**src/rtl/sa_pkg.sv**
```systemverilog
`default_nettype none
// ============================================================================
// Module      : sa_pkg
// Description : Frame constants and sum type shared by the serial adder tree
//               and its downstream sum collector.
// Revision    : 1.0 - initial release
// ============================================================================
package sa_pkg;

  localparam int SER_FRAME         = 8;
  localparam int SUM_CAPTURE_PHASE = 4;
  localparam int SUM_PRIME_FRAMES  = 3;

  typedef logic [7:0] sum_t;

endpackage
`default_nettype wire

```
**src/rtl/sync_fifo.sv**
```systemverilog
`default_nettype none
// ============================================================================
// Module      : sync_fifo
// Description : Single-clock FIFO with extra-MSB pointers; accepts a push when
//               full if a pop happens on the same edge.
// Revision    : 1.0 - initial release
// ============================================================================
module sync_fifo #(
  parameter int W     = 8,
  parameter int DEPTH = 4
) (
  input  logic                   clk,
  input  logic                   rst,
  input  logic                   push,
  input  logic                   pop,
  input  logic [W-1:0]           din,
  output logic [W-1:0]           dout,
  output logic                   full,
  output logic                   empty,
  output logic [$clog2(DEPTH):0] level
);

  localparam int c_aw = $clog2(DEPTH);

  logic [W-1:0] r_mem [DEPTH];
  logic [c_aw:0] r_wr_ptr;
  logic [c_aw:0] r_rd_ptr;
  logic          w_wr_en;
  logic          w_rd_en;

  assign empty   = (r_wr_ptr == r_rd_ptr);
  assign full    = (r_wr_ptr[c_aw] != r_rd_ptr[c_aw]) &&
                   (r_wr_ptr[c_aw-1:0] == r_rd_ptr[c_aw-1:0]);
  assign w_rd_en = pop & ~empty;
  // When full, the slot being written is the one the pop frees this edge.
  assign w_wr_en = push & (~full | w_rd_en);
  assign level   = r_wr_ptr - r_rd_ptr;
  assign dout    = r_mem[r_rd_ptr[c_aw-1:0]];

  always_ff @(posedge clk) begin
    if (!rst) begin
      r_wr_ptr <= '0;
      r_rd_ptr <= '0;
      r_mem    <= '{default: '0};
    end else begin
      if (w_wr_en) begin
        r_mem[r_wr_ptr[c_aw-1:0]] <= din;
        r_wr_ptr                  <= r_wr_ptr + 1'b1;
      end
      if (w_rd_en) begin
        r_rd_ptr <= r_rd_ptr + 1'b1;
      end
    end
  end

endmodule
`default_nettype wire

```
**src/rtl/sum_collector.sv**
```systemverilog
`default_nettype none
// ============================================================================
// Module      : sum_collector
// Description : Samples the adder tree sum once per frame after pipeline fill
//               and streams the samples out through a FIFO with drop counting.
// Revision    : 1.0 - initial release
// ============================================================================
module sum_collector
  import sa_pkg::*;
#(
  parameter int W             = $bits(sum_t),
  parameter int FRAME         = SER_FRAME,
  parameter int CAPTURE_PHASE = SUM_CAPTURE_PHASE,
  parameter int PRIME_FRAMES  = SUM_PRIME_FRAMES,
  parameter int DEPTH         = 4
) (
  input  logic                   clk,
  input  logic                   rst,
  input  logic [W-1:0]           q,
  output logic [W-1:0]           out_data,
  output logic                   out_valid,
  input  logic                   out_ready,
  output logic [$clog2(DEPTH):0] level,
  output logic                   overflow,
  output logic [7:0]             drop_cnt
);

  localparam int c_phase_w = $clog2(FRAME);
  localparam int c_prime_w = ($clog2(PRIME_FRAMES + 1) > 0) ? $clog2(PRIME_FRAMES + 1) : 1;
  localparam logic [c_phase_w-1:0] c_cap_phase = c_phase_w'(CAPTURE_PHASE);
  localparam logic [c_prime_w-1:0] c_prime_max = c_prime_w'(PRIME_FRAMES);

  logic [c_phase_w-1:0] r_phase;
  logic [c_prime_w-1:0] r_prime_cnt;
  logic                 r_overflow;
  logic [7:0]           r_drop_cnt;

  logic w_capture;
  logic w_primed;
  logic w_push;
  logic w_pop;
  logic w_full;
  logic w_empty;
  logic w_drop;

  assign w_capture = (r_phase == c_cap_phase);
  assign w_primed  = (r_prime_cnt == c_prime_max);
  assign w_push    = w_capture & w_primed;
  assign w_pop     = out_valid & out_ready;
  assign w_drop    = w_push & w_full & ~w_pop;

  assign out_valid = ~w_empty;
  assign overflow  = r_overflow;
  assign drop_cnt  = r_drop_cnt;

  // Phase wraps naturally since FRAME is a power of two.
  always_ff @(posedge clk) begin
    if (!rst) begin
      r_phase     <= '0;
      r_prime_cnt <= '0;
      r_overflow  <= 1'b0;
      r_drop_cnt  <= 8'd0;
    end else begin
      r_phase <= r_phase + 1'b1;
      if (w_capture && !w_primed) begin
        r_prime_cnt <= r_prime_cnt + 1'b1;
      end
      if (w_drop) begin
        r_overflow <= 1'b1;
        if (r_drop_cnt != 8'hFF) begin
          r_drop_cnt <= r_drop_cnt + 8'd1;
        end
      end
    end
  end

  sync_fifo #(
    .W     (W),
    .DEPTH (DEPTH)
  ) u_fifo (
    .clk   (clk),
    .rst   (rst),
    .push  (w_push),
    .pop   (w_pop),
    .din   (q),
    .dout  (out_data),
    .full  (w_full),
    .empty (w_empty),
    .level (level)
  );

endmodule
`default_nettype wire
```
**config.mk**
```make
export PLATFORM = sky130hd
export DESIGN_NAME = sum_collector
export DESIGN_NICKNAME = d
export VERILOG_FILES = /design/src/rtl/sa_pkg.sv /design/src/rtl/sync_fifo.sv /design/src/rtl/sum_collector.sv
export SDC_FILE = /design/constraint.sdc
export NUM_CORES = 1
export LEC_CHECK = 0
export ABC_AREA = 1
export CORE_MARGIN = 2
export CORE_UTILIZATION = 57
export CTS_BUF_LIST = sky130_fd_sc_hd__clkbuf_4
export CTS_CLUSTER_DIAMETER = 40
export CTS_CLUSTER_SIZE = 8
export DETAILED_ROUTE_END_ITERATION = 16
export MAX_ROUTING_LAYER = met4
export PLACE_DENSITY_LB_ADDON = 0.15
export SYNTH_ARGS = -nofsm -noshare
export SYNTH_HDL_FRONTEND = slang
export SYNTH_SLANG_ARGS = --single-unit
```
**constraint.sdc**
```tcl
create_clock -name clk -period 2.41 [get_ports clk]
set_input_delay 0.3615 -clock clk [delete_from_list [all_inputs] [get_ports clk]]
set_output_delay 0.3615 -clock clk [all_outputs]
set_load 0.02 [all_outputs]
```
==> results of run 1 <==
-- final timing paths --
check,cells after the start,start,endpoint,slack (ns)
worst max-delay path,5,u_fifo.r_wr_ptr[0],level[2],0.1
worst min-delay path,2,overflow,overflow,0.46
worst max register to register,8,u_fifo.r_wr_ptr[0],u_fifo.r_mem[14],0.51
worst min register to register,2,overflow,overflow,0.46
-- cell usage in the layout (no fill, tap or decap), types with 4 or more instances in the layout --
| master | instances |
|---|---|
| o21ai_0 | 17 |
| nand4_1 | 25 |
| a21oi_1 | 60 |
| dlymetal6s2s_1 | 6 |
| dlygate4sd2_1 | 5 |
| clkbuf_4 | 6 |
| xor2_1 | 4 |
| nand3_2 | 4 |
| nand3_1 | 5 |
| dfxtp_1 | 52 |
| buf_4 | 8 |
| ha_1 | 11 |
| inv_1 | 30 |
| nand2_1 | 83 |
| clkdlybuf4s50_1 | 20 |
| nor2_1 | 35 |
-- cells by family (layout without fill, tap and decap cells) --
family                     Yosys count  count (layout)  synth area share, %
adders and majority gates           12              12                 5.96
xor gates and xnor gates             6               6                 1.99
buffers and inverters               51              81                 8.94
DFF                                 52              52                 39.4
AOI/OAI and AO/OA                   77              77                 14.6
and+or+nand+nor                    163             163                 29.2
-- area by class of cell --
cell class / instances / area share (%)
Sequential cell: 52 / 33.9
Tap cell: 52 / 2.12
Multi-Input combinational cell: 258 / 44.5
Inverter: 32 / 3.92
Clock buffer: 6 / 1.47
Timing Repair Buffer: 41 / 13.7
Clock inverter: 2 / 0.367
-- per-stage QoR --
stage | utilization, % | setup WS, ns | cell area (sq um) | cells
final | 69.5 | 0.0992 | 3070 | 443
after global routing | 69.5 | 0.000554 | 3070 | 443
after CTS | 69.2 | 0.0275 | 3050 | 443
after detailed placement | 68.0 | 0.244 | 3000 | 435
after global placement | 68.0 | 0.291 | 3000 | 435
after floorplan | - | 0.598 | 2640 | 361
-- synth_stat cells (all sizes together) --
cell type / count / share of area [%]
nand2: 87 / 13
buf: 11 / 3.3
a21oi: 60 / 11
ha: 11 / 5.2
nand3b: 1 / 0.28
nor3: 1 / 0.19
xnor2: 2 / 0.66
nor2: 38 / 5.9
fa: 1 / 0.76
dfxtp: 52 / 39
o21ai: 17 / 3.2
nand3: 11 / 3.8
xor2: 4 / 1.3
nand4: 25 / 5.9
inv: 32 / 4.5
clkbuf: 8 / 1.1
-- report_power, final --
group	internal (W)	switching, W	leakage [nW]
clock network	0.000123	0.000273	0.0293
registers	0.000868	0.00000646	0.419
logic	0.0000684	0.000100	0.911
-- sequential cells by signal (all words and copies together), names as in the netlist --
| register | flops |
|---|---|
| u_fifo.r_rd_ptr | 3 |
| drop_cnt | 8 |
| u_fifo.r_mem | 32 |
| r_prime_cnt | 2 |
| u_fifo.r_wr_ptr | 3 |
| overflow | 1 |
| r_phase | 3 |
-- routing by layer --
metal,up-vias,GRT usage (%)
met3,9,3.89
met1,1111,35.5
met4,0,8.60
li1,1249,-
met2,71,41.0
met5,-,-
-- worst reg2reg max path, cell delays in order, from the launching register on --
cell,delay [ns]
dfxtp_1,0.40
inv_1,0.12
ha_1,0.34
nand2_1,0.10
nor2_2,0.18
nand2_4,0.24
nand3_2,0.26
nand2_1,0.08
a21oi_1,0.13
-- timing repair --
item	4_1_cts	5_1_grt
gates cloned	0	0
hold endpoints to repair	0	0
setup endpoints to repair	5	6
resized for setup	5	6
==> flow_metrics.py, run 1 <==
metrics = {
    "global_route": {
        "grt_max_degree": 30,
        "track_usage_pct": 26.4,
        "antenna_found_initial": 0,
        "grt_pass1_wl_um": 10600,
        "grt_pass1_vias": 2297,
        "gr-total-overflow": 0,
    },
    "job": {
        "drv_cap": 0,
    },
    "power": {
        "peakVddDrop_mv": 0.288,
        "power_density_nw_per_um2": 469,
        "leakage_nw": 1.36,
        "power_w": 0.00144,
    },
    "floorplan": {
        "die_h_um": 72.1,
        "num_rows": 24,
        "die_area_sq_um": 5200,
        "core_area_sq_um": 4410,
        "io_pins": 32,
        "initial_core_util_pct": 59.9,
        "fp.dieW_um": 72.1,
    },
    "run_status": {
        "status": "finished clean",
    },
    "critical_path": {
        "cpMaxStageDelayCell": "dfxtp_1",
        "worst_ep_arrival_time_ns": 1.95,
        "worst_ep_required_time_ns": 2.05,
        "worst-path-max-fanout": 5,
        "slowest_delay_ns": 0.40,
        "critPathBufInv": 2,
        "crit_family": "adder cells",
        "critPathKind": "flip-flop to output port",
        "startpoint_type": "flip-flop",
        "endpoint_kind": "output port",
        "path_cells": "inv_1 -> ha_1 -> fa_1 -> xor2_1 -> dlygate4sd2_1",
    },
    "drt": {
        "met1_length_um": 2830,
        "vias_per_cell": 5.51,
        "first_pass_iters": 4,
        "met2_length_um": 2800,
        "post_drt_wl_per_cell_um": 13.8,
        "ant_nets": 0,
        "drc_errors": 0,
        "wl_um": 6130,
        "vias": 2440,
        "top_layer": "met4",
        "drt_iter0_markers": 256,
        "met3_length_um": 413,
    },
    "synthesis": {
        "synth-seq-cells": 52,
        "synth_warnings": 0,
        "syn_inst": 361,
        "avgSynthCellArea_sq_um": 7.32,
        "syn_nets": 384,
        "yosysUniqueCellTypes": 26,
        "synth_area_sq_um": 2640,
        "yosysSeqAreaShare_pct": 39.4,
    },
    "clock_tree": {
        "insertion_delay_ns": 0.37,
        "cts_tree": "yes",
        "cts.path.max_buffers": 2,
        "hold_buffers": 0,
        "cts_made_buffers": 5,
        "clock-sinks": 52,
        "post_cts_buffers": 0,
        "clock-root-buffer": "clkbuf_4",
        "cts_max_level": 2,
        "clkSlewWorstSetupHoldPaths_ns": 0.14,
    },
    "final_layout": {
        "fill_cells": 395,
        "diodes": 0,
        "area_growth_syn_to_layout_pct": 16.0,
        "regArea_sq_um": 1040,
        "nNetsFinal": 413,
        "multi_input_comb_area_sq_um": 1370,
        "layout-drive-gt1-share_pct": 8.18,
    },
    "sta": {
        "tightest_slew_ns": 0.465,
        "drv_slew": 0,
        "tns_ns": 0,
        "fmax_ghz": 0.433,
        "fin_crit_sh_pct": 95.9,
        "setup_viol": 0,
        "rsz0062_at_grt": "no",
        "relSlewSlack_pct": 69.0,
        "hold_viol_final": 0,
        "fin_skew_ns": 0.0138,
        "fin_crit_ns": 2.31,
        "whs_ns": 0.460,
    },
    "place": {
        "portBuffers": 31,
        "hpwl_um": 4190,
        "routabilityCongestion": 0.853,
    },
    "min_path": {
        "hp-class": "flip-flop to flip-flop",
    },
}
Note: power is estimated with default switching activity, not from simulation.
==> run 2: changes to the inputs <==
--- a/config.mk
+++ b/config.mk
@@ -5,10 +5,9 @@
 export SDC_FILE = /design/constraint.sdc
 export NUM_CORES = 1
 export LEC_CHECK = 0
-export ABC_AREA = 1
 export CORE_MARGIN = 2
-export CORE_UTILIZATION = 57
-export CTS_BUF_LIST = sky130_fd_sc_hd__clkbuf_4
+export CORE_UTILIZATION = 56
+export CTS_BUF_LIST = sky130_fd_sc_hd__clkbuf_4 sky130_fd_sc_hd__clkbuf_8
 export CTS_CLUSTER_DIAMETER = 40
 export CTS_CLUSTER_SIZE = 8
 export DETAILED_ROUTE_END_ITERATION = 16
==> flow_metrics.py, run 2 <==
metrics = {
    "sta": {
        "fmax_ghz": 0.437,
        "fin_skew_ns": 0.0125,
        "drv_slew": 0,
        "fin_crit_sh_pct": 94.9,
        "tightest_slew_ns": 0.540,
        "relSlewSlack_pct": 64.0,
        "tns_ns": 0,
        "setup_viol": 0,
        "fin_crit_ns": 2.29,
        "rsz0062_at_grt": "no",
        "hold_viol_final": 0,
    },
    "critical_path": {
        "worst_ep_required_time_ns": 2.05,
        "worst_ep_arrival_time_ns": 1.93,
        "timing.rr.end": "drop_cnt[3]",
        "ff2ff_path_depth": 6,
        "startpoint_type": "flip-flop",
        "path_cells": "buf_4 -> mux4_2 -> clkdlybuf4s50_1",
        "r2r-start": "u_fifo.r_wr_ptr[0]",
        "endpoint_kind": "output port",
        "critPathKind": "flip-flop to output port",
        "cpMaxStageDelayCell": "clkdlybuf4s50_1",
        "slowest_delay_ns": 0.55,
        "r2r_setup_slack_ns": 0.28,
        "worst-path-max-fanout": 4,
    },
    "floorplan": {
        "num_rows": 23,
        "die_area_sq_um": 4780,
        "die_h_um": 69.2,
        "initial_core_util_pct": 58.6,
        "io_pins": 32,
        "fp.dieW_um": 69.2,
        "core_area_sq_um": 4060,
    },
    "power": {
        "power_density_nw_per_um2": 498,
        "peakVddDrop_mv": 0.378,
        "leakage_nw": 1.15,
    },
    "clock_tree": {
        "hold_buffers": 0,
        "cts_made_buffers": 5,
        "cts_tree": "yes",
        "clock-sinks": 52,
        "clock-root-buffer": "clkbuf_8",
        "cts_max_level": 2,
        "clkSlewWorstSetupHoldPaths_ns": 0.10,
        "insertion_delay_ns": 0.31,
        "cts.path.max_buffers": 2,
    },
    "synthesis": {
        "synth_area_leaders": "dfxtp_1 44%, mux2i_1 11%, mux4_2 7.6%",
        "syn_inst": 240,
        "synth_warnings": 0,
        "synth_top_area_cell": "dfxtp_1",
        "synthTopCellsByCount": "52 x dfxtp_1, 37 x nand2_1, 26 x mux2i_1, 14 x nand3_1, 12 x o21ai_0",
        "avgSynthCellArea_sq_um": 9.91,
        "synth-edff-count": 0,
        "synth-seq-cells": 52,
        "synth_top_area_share_pct": 43.8,
        "synth.most_common_cell": "dfxtp_1",
        "yosysUniqueCellTypes": 30,
        "syn_nets": 263,
        "synth_area_sq_um": 2380,
        "yosysSeqAreaShare_pct": 43.8,
        "synth_flop_cell": "dfxtp_1",
        "async_flop_share_pct": 0,
    },
    "place": {
        "hpwl_um": 3170,
        "portBuffers": 31,
        "place_inst": 316,
        "routabilityCongestion": 0.730,
    },
    "drt": {
        "vias_per_cell": 5.52,
        "ant_nets": 0,
        "first_pass_iters": 4,
        "drt_iter0_markers": 93,
        "post_drt_wl_per_cell_um": 14.0,
        "drc_errors": 0,
        "wl_um": 4520,
        "vias": 1788,
    },
    "min_path": {
        "worstHoldStart": "r_phase[0]",
        "hold_end": "r_phase[0]",
        "hp-class": "flip-flop to flip-flop",
        "min_path_cells": 1,
    },
    "final_layout": {
        "diodes": 0,
        "layout_common_cells": "52 x dfxtp_1, 37 x nand2_1, 26 x mux2i_1, 24 x clkdlybuf4s50_1, 14 x nand3_1",
        "area_growth_syn_to_layout_pct": 20.4,
        "nNetsFinal": 296,
        "instances_no_fill": 324,
        "layout-drive-gt1-share_pct": 10.2,
        "fin_util_pct": 70.6,
        "largest_reg_flops": 32,
        "final_common_cell": "dfxtp_1",
        "largest-register": "u_fifo.r_mem",
    },
    "job": {
        "drv_cap": 0,
    },
    "global_route": {
        "track_usage_pct": 20.3,
        "grt_max_degree": 44,
        "grt_pass1_vias": 1700,
        "grt_pass1_wl_um": 7640,
        "gr-total-overflow": 0,
        "antenna_found_initial": 0,
    },
    "run_status": {
        "status": "finished clean",
    },
}
[run 2: cell count changes after synthesis, sizes merged, moves of 8 or more]
cell,before,now
a21oi,60,9
nand2,87,37
nor2,38,10
mux2i,0,26
nand4,25,0
inv,32,10
mux4,0,8
[run 2: area by class of cell]
class                      count  area, sq um
clock inverter                 3         22.5
clock buffer                   5         68.8
tap                           50         62.6
inverter                      11         41.3
sequential                    52         1040
multi-input combinational    162         1230
timing repair buffer          41          395
fill                         324         1190
[run 2: what timing repair did]
action                                  4_1_cts  5_1_grt
setup buffers                                 0        0
endpoints found under the setup margin        2        5
resized for setup                             2        5
pin swaps                                     0        0
[run 2: cells by family after synthesis]
family / Yosys count / share of synthesized area (%)
AOI/OAI and AO/OA: 31 / 7.89
xor gates and xnor gates: 9 / 3.63
adders and majority gates: 12 / 6.63
buffers and inverters: 26 / 4.42
DFF: 52 / 43.8
muxes: 34 / 18.5
and+or+nand+nor: 76 / 15.2
[run 2: routing by layer]
metal	part of all wire, %	up-vias	track usage [%]
met5	0	-	-
met3	3.1	8	3.63
li1	-	905	-
met1	46	846	24.8
met2	49	29	33.9
met4	1.5	0	7.41
[run 2: report_power, final]
| part | internal [W] | switching [W] | total (W) |
|---|---|---|---|
| logic | 0.0000254 | 0.0000316 | 0.0000570 |
| clock network | 0.000208 | 0.000295 | 0.000503 |
| registers | 0.000864 | 0.00000318 | 0.000867 |
[run 2: worst max-delay path by stage]
stage                             from          endpoint  cells past startpoint
finish              u_fifo.r_rd_ptr[0]       out_data[0]                      3
detailed placement  u_fifo.r_wr_ptr[0]          level[2]                      5
CTS                 u_fifo.r_rd_ptr[0]       out_data[6]                      3
global placement    u_fifo.r_wr_ptr[0]          level[2]                      5
global route        u_fifo.r_rd_ptr[0]       out_data[0]                      3
floorplan           u_fifo.r_rd_ptr[1]  u_fifo.r_mem[11]                      8
[run 2: worst max-delay path: cells and delay by family (launching register included)]
family | cells | cell delay (ns)
buf+inv | 2 | 0.72
flops | 1 | 0.38
mux | 1 | 0.51
[run 2: metrics by stage]
step	hold slack [ns]	setup slack [ns]	area (sq um)	total power, W
detailed placement	0.436	0.186	2760	0.000944
floorplan	0.417	0.194	2380	0.000918
finish	0.449	0.123	2860	0.00143
global placement	0.433	0.258	2760	0.000944
CTS	0.453	0.0565	2850	0.00144
global route	0.471	0.0228	2860	0.00148
==> run 3: changes to the inputs <==
--- a/config.mk
+++ b/config.mk
@@ -5,12 +5,13 @@
 export SDC_FILE = /design/constraint.sdc
 export NUM_CORES = 1
 export LEC_CHECK = 0
-export CORE_MARGIN = 2
+export CORE_MARGIN = 3
 export CORE_UTILIZATION = 56
 export CTS_BUF_LIST = sky130_fd_sc_hd__clkbuf_4 sky130_fd_sc_hd__clkbuf_8
 export CTS_CLUSTER_DIAMETER = 40
 export CTS_CLUSTER_SIZE = 8
 export DETAILED_ROUTE_END_ITERATION = 16
+export GPL_TIMING_DRIVEN = 0
 export MAX_ROUTING_LAYER = met4
 export PLACE_DENSITY_LB_ADDON = 0.15
 export SYNTH_ARGS = -nofsm -noshare
==> flow_metrics.py, run 3 (synthesis gave the netlist of run 2 again) <==
metrics = {
    "sta": {
        "whs_ns": 0.447,
        "fin_skew_ns": 0.00773,
        "fin_crit_sh_pct": 97.2,
        "fmax_ghz": 0.427,
        "hold_viol_final": 0,
        "tightest_slew_ns": 0.559,
        "relSlewSlack_pct": 62.8,
        "drv_slew": 0,
        "setup_viol": 0,
        "fin_crit_ns": 2.34,
        "tns_ns": 0,
        "rsz0062_at_grt": "no",
    },
    "floorplan": {
        "core_area_sq_um": 4060,
        "die_area_sq_um": 5070,
        "io_pins": 32,
        "fp.dieW_um": 71.2,
        "num_rows": 23,
        "initial_core_util_pct": 58.6,
        "die_h_um": 71.2,
    },
    "clock_tree": {
        "hold_buffers": 0,
        "cts_tree": "yes",
        "clock-sinks": 52,
        "cts.path.max_buffers": 2,
        "clkSlewWorstSetupHoldPaths_ns": 0.09,
        "clock-root-buffer": "clkbuf_8",
        "cts_max_level": 2,
        "insertion_delay_ns": 0.31,
        "post_cts_buffers": 0,
        "cts_made_buffers": 5,
        "cts_resized": 6,
    },
    "critical_path": {
        "r2r_setup_slack_ns": 0.17,
        "timing.rr.end": "u_fifo.r_mem[14]",
        "critPathKind": "flip-flop to output port",
        "ff2ff_path_depth": 8,
        "r2r-start": "u_fifo.r_rd_ptr[1]",
        "critical_path.startpoint": "u_fifo.r_rd_ptr[0]",
        "crit_cells": 3,
        "cpMaxStageDelayCell": "clkdlybuf4s50_1",
        "path_cells": "buf_6 -> mux4_2 -> clkdlybuf4s50_1",
        "worst_ep_arrival_time_ns": 1.98,
        "crit_family": "buffers and inverters",
        "startpoint_type": "flip-flop",
        "crit_end": "out_data[6]",
        "worst_ep_required_time_ns": 2.05,
        "critPathBufInv": 2,
        "slowest_delay_ns": 0.56,
        "endpoint_kind": "output port",
        "worst-path-max-fanout": 9,
    },
    "global_route": {
        "grt_max_degree": 17,
        "grt_pass1_vias": 1780,
        "grt_pass1_wl_um": 8240,
        "track_usage_pct": 21.5,
        "antenna_found_initial": 0,
        "gr-total-overflow": 0,
    },
    "power": {
        "power.switching_w": 0.000329,
        "peakVddDrop_mv": 0.320,
        "power.internal_w": 0.00111,
        "leakage_nw": 1.09,
        "combPwrFrac_pct": 4.2,
        "netSwitchingFraction_pct": 22.9,
        "power_density_nw_per_um2": 503,
        "power_w": 0.00143,
        "clkPwrFrac_pct": 35.4,
        "p_seq_share_pct": 60.4,
    },
    "drt": {
        "vias_per_cell": 5.62,
        "first_pass_iters": 4,
        "drt_iter0_markers": 70,
        "drc_errors": 0,
        "post_drt_wl_per_cell_um": 15.0,
        "wl_um": 4900,
        "ant_nets": 0,
        "vias": 1837,
    },
    "place": {
        "portBuffers": 30,
        "routabilityCongestion": 0.814,
        "hpwl_um": 3480,
    },
    "final_layout": {
        "diodes": 0,
        "fill_cells": 325,
        "layout-drive-gt1-share_pct": 9.39,
        "layout_common_cells": "52 x dfxtp_1, 37 x nand2_1, 26 x mux2i_1, 25 x clkdlybuf4s50_1, 14 x nand3_1",
        "nNetsFinal": 299,
        "area_growth_syn_to_layout_pct": 19.8,
        "final_common_cell": "dfxtp_1",
        "fin_util_pct": 70.2,
        "largest-register": "u_fifo.r_mem",
        "largest_reg_flops": 32,
    },
    "job": {
        "drv_cap": 0,
    },
    "min_path": {
        "min_path_cells": 1,
        "hp-class": "flip-flop to flip-flop",
    },
    "run_status": {
        "status": "finished clean",
    },
}
-- run 3: cell types whose count changed in the layout (fill, tap and decap cells not counted), sizes merged --
cell           change
clkinv             -1
clkbuf             +8
clkinvlp           +1
buf                -3
inv                -1
dlymetal6s2s       -2
clkdlybuf4s50      +1
-- run 3: worst min-delay path by stage --
stage,from,to
floorplan,r_phase[0],r_phase[0]
global placement,r_phase[0],r_phase[0]
detailed placement,r_phase[0],r_phase[0]
CTS,r_phase[0],r_phase[0]
global route,overflow,overflow
finish,r_phase[0],r_phase[0]
-- run 3: cell type report --
| type | count | area, sq um | share of cell area, % |
|---|---|---|---|
| clock buffers | 6 | 76.3 | 2.68 |
| clock inverters | 2 | 16.3 | 0.571 |
| multi-input cells | 162 | 1240 | 43.4 |
| plain buffers | 14 | 70.1 | 2.46 |
| inverters | 11 | 41.3 | 1.45 |
| repair buffers | 30 | 305 | 10.7 |
| well taps | 50 | 62.6 | 2.20 |
| flip-flops and latches | 52 | 1040 | 36.5 |
-- run 3: power by group through the flow --
stage                     combinational (W)  clock [W]  sequential, W
final                             0.0000603   0.000507       0.000867
after global routing              0.0000671   0.000558       0.000868
after CTS                         0.0000606   0.000520       0.000867
after detailed placement          0.0000601          0       0.000887
after global placement            0.0000581          0       0.000887
after floorplan                   0.0000316          0       0.000886
-- run 3: routing by layer --
layer / share of wire, % / track usage, % / wire length [um]
met5: 0 / - / 0
met4: 1.3 / 6.68 / 65
met3: 3.1 / 4.83 / 152
met2: 50 / 35.6 / 2460
met1: 45 / 26.0 / 2220
-- run 3: per-stage QoR --
| step | setup slack, ns | area (sq um) | instances |
|---|---|---|---|
| detailed placement | -0.295 | 2740 | 320 |
| CTS | 0.000323 | 2840 | 328 |
| global route | 0.00154 | 2850 | 327 |
| floorplan | 0.194 | 2380 | 240 |
| finish | 0.0686 | 2850 | 327 |
| global placement | -0.240 | 2740 | 320 |
